`src/rtl/adder_pkg.sv`:
```
// adder_pkg: shared FSM state type and parameter check for the serial adder
package adder_pkg;
   typedef enum logic [1:0] {ST_IDLE, ST_RUN, ST_DONE} adder_state_t;
   function automatic bit is_pow_div(input int width, input int bpc);
      return width >= 2 && bpc > 0 && width % bpc == 0;
   endfunction
endpackage

```
`src/rtl/full_adder.sv`:
```
// full_adder: one-bit full adder cell used in the ripple chain
module full_adder (
   input  logic a,
   input  logic b,
   input  logic cin,
   output logic sum,
   output logic cout
);
   assign sum  = a ^ b ^ cin;
   assign cout = (a & b) | (cin & (a ^ b));
endmodule

```
`src/rtl/serial_adder.sv`:
```
// serial_adder: multi-cycle add/subtract, BITS_PER_CYCLE bits per clock with a registered carry
module serial_adder
   import adder_pkg::*;
#(
   parameter int WIDTH          = 8,
   parameter int BITS_PER_CYCLE = 1
) (
   input  logic             clk,
   input  logic             rst,
   input  logic             in_valid,
   output logic             in_ready,
   input  logic [WIDTH-1:0] a,
   input  logic [WIDTH-1:0] b,
   input  logic             sub,
   output logic             out_valid,
   input  logic             out_ready,
   output logic [WIDTH-1:0] sum,
   output logic             cout,
   output logic             ovf
);
   localparam int K  = WIDTH / BITS_PER_CYCLE;
   localparam int CW = K > 1 ? $clog2(K) : 1;
   if (!is_pow_div(WIDTH, BITS_PER_CYCLE)) begin : g_bad_bpc
      $error("serial_adder: BITS_PER_CYCLE must divide WIDTH");
   end
   adder_state_t state, state_n;
   logic [CW-1:0] cnt;
   logic carry;
   logic [WIDTH-1:0] a_q, b_q;
   logic [BITS_PER_CYCLE-1:0] a_ch, b_ch, s_ch;
   logic [BITS_PER_CYCLE:0] c;
   logic last;
   int base;
   assign base = 32'(cnt) * BITS_PER_CYCLE;
   assign a_ch = a_q[base +: BITS_PER_CYCLE];
   assign b_ch = b_q[base +: BITS_PER_CYCLE];
   assign c[0] = carry;
   for (genvar i = 0; i < BITS_PER_CYCLE; i++) begin : g_fa
      full_adder u_fa (.a(a_ch[i]), .b(b_ch[i]), .cin(c[i]), .sum(s_ch[i]), .cout(c[i+1]));
   end
   assign last      = cnt == CW'(K - 1);
   assign in_ready  = state == ST_IDLE;
   assign out_valid = state == ST_DONE;
   always_comb begin
      state_n = state;
      if (state == ST_IDLE && in_valid) state_n = ST_RUN;
      else if (state == ST_RUN && last) state_n = ST_DONE;
      else if (state == ST_DONE && out_ready) state_n = ST_IDLE;
   end
   always_ff @(posedge clk) begin
      if (rst) begin
         state <= ST_IDLE;
         cnt   <= '0;
         carry <= 1'b0;
         a_q   <= '0;
         b_q   <= '0;
         sum   <= '0;
         cout  <= 1'b0;
         ovf   <= 1'b0;
      end else begin
         state <= state_n;
         if (state == ST_IDLE && in_valid) begin
            a_q   <= a;
            b_q   <= b ^ {WIDTH{sub}};
            carry <= sub;
            cnt   <= '0;
            sum   <= '0;
         end else if (state == ST_RUN) begin
            sum[base +: BITS_PER_CYCLE] <= s_ch;
            carry <= c[BITS_PER_CYCLE];
            cnt   <= cnt + CW'(1);
            // the MSB cell belongs to the final chunk, so its carry pair gives overflow
            if (last) begin
               cout <= c[BITS_PER_CYCLE];
               ovf  <= c[BITS_PER_CYCLE] ^ c[BITS_PER_CYCLE-1];
            end
         end
      end
   end
endmodule
```
`config.mk`:
```
export PLATFORM = sky130hd
export DESIGN_NAME = serial_adder
export DESIGN_NICKNAME = d
export VERILOG_FILES = /design/src/rtl/adder_pkg.sv /design/src/rtl/full_adder.sv /design/src/rtl/serial_adder.sv
export SDC_FILE = /design/constraint.sdc
export NUM_CORES = 1
export LEC_CHECK = 0
export BUFFER_PORTS_ARGS = -buffer_cell sky130_fd_sc_hd__buf_2
export CORE_UTILIZATION = 35
export CTS_CLUSTER_SIZE = 8
export DETAILED_ROUTE_END_ITERATION = 16
export PLACE_DENSITY = 0.63
export SYNTH_ARGS = -nofsm -noshare
export SYNTH_HDL_FRONTEND = slang
export SYNTH_SLANG_ARGS = --single-unit
export TNS_END_PERCENT = 100
```
`constraint.sdc`:
```
create_clock -name clk -period 4.29 [get_ports clk]
set_clock_uncertainty 0.15 [all_clocks]
set_input_delay 0.429 -clock clk [delete_from_list [all_inputs] [get_ports clk]]
set_output_delay 0.429 -clock clk [all_outputs]
set_load 0.05 [all_outputs]
```
; ---- Word level (Yosys, flattened, before mapping)
; Index checks and enable logic that the tools add are counted.
[word_totals]
elab_cells = 41
register_bits = 32
inputBits = 21
[classes]
addsub = 2
reduce_logical = 9
mux = 6
n_eq_ne = 3
bitwise_logic = 8
n_shift = 4
[ops]
columns = op, count
row1 = $neg 3->33, 1
row2 = $shift 1x33->8 const A, 1
row3 = $shiftx 1x33->8, 1
row4 = $shiftx 8x4->1, 2
row5 = $bwmux 8, 1
row6 = $xor 8x8->8, 1
row7 = $mux 2, 2
row8 = $reduce_bool 2->1, 2
row9 = $add 3x1->3 const B, 1
row10 = $eq 3x3->1 const B, 1
row11 = $logic_and 1x1->1, 3
row12 = $mux 1, 3
row13 = $reduce_and 3->1, 1
row14 = $reduce_bool 3->1, 1
row15 = $xor 1x1->1, 3
row16 = $and 1x1->1, 2
row17 = $eq 2x1->1 const B, 1
row18 = $eq 2x2->1 const B, 1
row19 = $logic_not 2->1, 1
row20 = $reduce_or 2->1, 1
row21 = $not 1->1, 1
row22 = $or 1x1->1, 1

; ---- Logic depth before layout (Yosys ltp)
[depth]
ltp_word = 6
depth_mapped = 7

; ---- By module
; Synthesis repeated with hierarchy kept, for this count alone.
[hier_totals]
cells_unflattened = 195
area_unflattened_um2 = 1680.4
[modules_own_cells]
columns = module, cells_each, area_per_inst_um2, instances, seq_area_each_um2
row1 = serial_adder, 194, 1660.3, 1, 640.6
row2 = full_adder, 1, 20.0, 1, 0.0

; ---- Worst setup path after synthesis
; OpenSTA, ideal clock, no wires.
[synth_path]
path_type = flip-flop to flip-flop
startpoint = register cnt[0]
endpoint = register sum[3]
path_slack_ns = 1.198
t_required_ns = 4.070
stages_incl_launch_ff = 8
path_buffers = 1
t_arrival_ns = 2.871
path_cell_list = dfxtp_1 -> buf_1 -> mux4_2 -> mux2i_1 -> fa_1 -> nor4b_1 -> or4b_1 -> a21oi_1
[synth_via]
elab_chain_cells = 5
elab_cells_between_ends = 8
cone_classes = add/sub: 1 / shift: 4 / mux: 1 / bitwise: 2
[synth_lines]
columns = item, line_no
row1 = start: declaration, serial_adder.sv:27  ; logic [CW-1:0] cnt;
row2 = start signal: assignment, serial_adder.sv:71  ; cnt <= cnt + CW'(1);
row3 = $shiftx 8x4->1 (on tied branches), "serial_adder.sv:35, serial_adder.sv:36"
row4 = $xor 1x1->1 (2 in a row), full_adder.sv:9  ; assign sum = a ^ b ^ cin;
row5 = $shiftx 1x33->8, serial_adder.sv:69  ; sum[base +: BITS_PER_CYCLE] <= s_ch;
row6 = $bwmux 8 (*), serial_adder.sv:69
row7 = end signal: indexed assignment, serial_adder.sv:69
row8 = end: declaration, serial_adder.sv:17  ; output logic [WIDTH-1:0] sum,
; Mark *: on every way between the ends. The rest lies on a longest branch, timed or not.
; A chain may end at the register's enable or synchronous reset.

; ---- Final worst setup path
; Same ends and word-level chain as after synthesis.

==> results.cfg <==
[die]
core_mm2 = 0.004444
die_w_um = 70.67
ios = 33
start_util = 0.3713
die_h_um = 70.67
rows = 24
die_area_mm2 = 0.004994

[critical_path]
crit_arrival_ns = 3.31
cp-start-kind = flop
worstPathBufferInverterCount = 0
critPathSlowestCell = dfxtp_1
cp_max_fo = 18
r2r_end = sum[3]
worstSetupPathDepth = 6
cp-startpoint = cnt[0]
crit_end = sum[3]
required_ns = 4.35
reg2regPathDepth = 6
rr_startpoint = cnt[0]
end_kind = flop
critPathTopFamily = simple AND/OR/NAND/NOR gates
cp_cell_sequence = mux4_2 > mux2i_1 > fa_1 > nor4b_1 > or4b_1 > a21oi_1
rrSetupSlack_ns = 1.04
max_stage_delay_ns = 0.77
crit_type = flop to flop

[sta]
finalSetupViolCount = 0
final.setup.tns_ns = 0
worstMarginPinSlew_ns = 0.9874
max_slew_margin = 0.3404
setup_ws_ns = 1.041
hold_viol_final = 0
hold-worst-slack_ns = 0.2340
period_minus_slack_ns = 3.249
drv_slew = 0
period_share = 0.7574
fmax_mhz = 307.8
rsz0062_at_grt = no

[finish]
nets = 243
fill_cells = 476
n_antenna_cell = 0
drive_gt1_frac = 0.2233
post-route-util = 0.4361
fin_cells = 267
area_growth_pct = 17.44

[logic_synthesis]
synthCells = 187
synth_seq_cells = 32
yosysWarnings = 0
postSynthAreaPerCell_um2 = 8.825
ys.flop_type = dfxtp_1
synthArstFlopShare = 0
synth_most_common_cell = dfxtp_1
ys_seq_area_frac = 0.3882
synthTopCellsByCount = 32 x dfxtp_1, 25 x nand2_1, 24 x a21oi_1
synth_area_leaders = dfxtp_1 39%, a21oi_1 7.3%, nand2_1 5.7%, mux4_2 5.5%, ha_1 5.3%
synth.net_count = 216
synth_edf_count = 0
yosysUniqueCellTypes = 32
synth_top_cell_area_share = 0.3882
synth_top_area_cell = dfxtp_1
syn-cell-area_mm2 = 0.001650

[clock_network]
hold_buffers = 0
cts_buffer_depth = 2
clk_pin_slew_ns = 0.06
htreeDepth = 2
post_cts_buffers = 0
clock_latency_ns = 0.28
clk_root_buffer_cell = clkbuf_8
tritoncts = done
cts_num_sinks = 32
ctsResizeCount = 0
cts_buffers = 5

[run_status]
status = complete, but fails checks
failed_checks = design-rule violations

[route]
drt_iter0_markers = 66
drt-total-wl_um = 3316
route.detailed.drc = 4
vias = 1376
final_antenna_net_count = 0
detail_route.wl_per_cell_um = 12.42
routed_via_density = 5.154
firstDrtPassIters = 10

[power]
power_density_mw_per_mm2 = 364.7
p_leak_nw = 0.7520
ir_drop_mv = 0.2088

[placed_design]
place_hpwl_um = 2303
gp_congestion = 0.8020
place_ws_ns = 1.076
port_buffers = 32
place_inst = 259

[grt]
grt_pass1_vias = 1279
gr-total-overflow = 0
grt_max_degree = 25
grt_pass1_wl_um = 5554
grt_use_total = 0.1414
antenna_found_initial = 0

[min_path]
hp-class = input port to flop

[job]
cap_viol_max_count = 0
[area by class of cell]
type                            count  area, um^2  area share
Multi-Input combinational cell    134       927.1      0.4784
Sequential cell                    32       640.6      0.3305
Timing Repair Buffer               33       167.7     0.08651
Clock buffer                        6       72.57     0.03744
Tap cell                           52       65.06     0.03357
Clock inverter                      2       35.03     0.01808
Inverter                            8       30.03     0.01549
[how the worst min path moves through the flow]
stage,start,endpoint,slack (ns),cells after the start
after CTS,a[6],a_q[6],0.22,3
after floorplan,a_q[2],a_q[2],0.28,2
after detailed placement,a_q[1],a_q[1],0.30,2
final,a[2],a_q[2],0.23,3
after global routing,a[1],a_q[1],0.23,3
after global placement,a_q[7],a_q[7],0.29,2
[worst register-to-register path: cells and delay by family, from the launching register on]
family,cells,cell delay [ns]
muxes,2,0.78
and+or+nand+nor,2,0.84
adders and majority gates,1,0.52
AOI/OAI and AO/OA,1,0.12
DFF,1,0.77
[flip-flops by register name, indices dropped and copies added, names as in the netlist]
| register | count |
|---|---|
| cout | 1 |
| sum | 8 |
| b_q | 8 |
| cnt | 3 |
| ovf | 1 |
| a_q | 8 |
| carry | 1 |
| state | 2 |
[per-stage QoR]
stage	total power, mW	area, um^2
after floorplan	0.4066	1650
after global placement	0.4327	1831
after detailed placement	0.4336	1831
after CTS	0.7173	1938
after global routing	0.7479	1938
final	0.7068	1938
[layer usage]
metal,vias to the layer above,GRT usage,share of wire
li1,718,-,-
met4,0,0.06667,0.016
met3,7,0.03561,0.038
met2,34,0.2341,0.47
met1,617,0.1731,0.47
met5,-,0,0
[cells in the final DEF (no fill, tap or decap), drive strengths merged, types with 5 or more instances in the layout]
cell	instances
a211oi	8
a21oi	24
buf	33
clkbuf	6
dfxtp	32
ha	7
inv	8
nand2	25
nor2	11
nor2b	5
xnor2	9
[power by group]
group / switching, mW / internal, mW / total (mW)
clock network: 0.108 / 0.172 / 0.280
registers: 0.0135 / 0.313 / 0.326
logic: 0.0573 / 0.0434 / 0.101
total: 0.179 / 0.528 / 0.707
[cell families after synthesis]
| logic type | Yosys count | share of synthesized area |
|---|---|---|
| AO/OA/AOI/OAI | 46 | 0.1721 |
| XOR/XNOR | 9 | 0.04777 |
| adder cells (fa/ha/maj) | 8 | 0.06520 |
| buffers and inverters | 21 | 0.05004 |
| flip-flops | 32 | 0.3882 |
| multiplexers | 6 | 0.06672 |
| AND/OR/NAND/NOR | 65 | 0.2100 |
(Power assumes the default switching activity.)
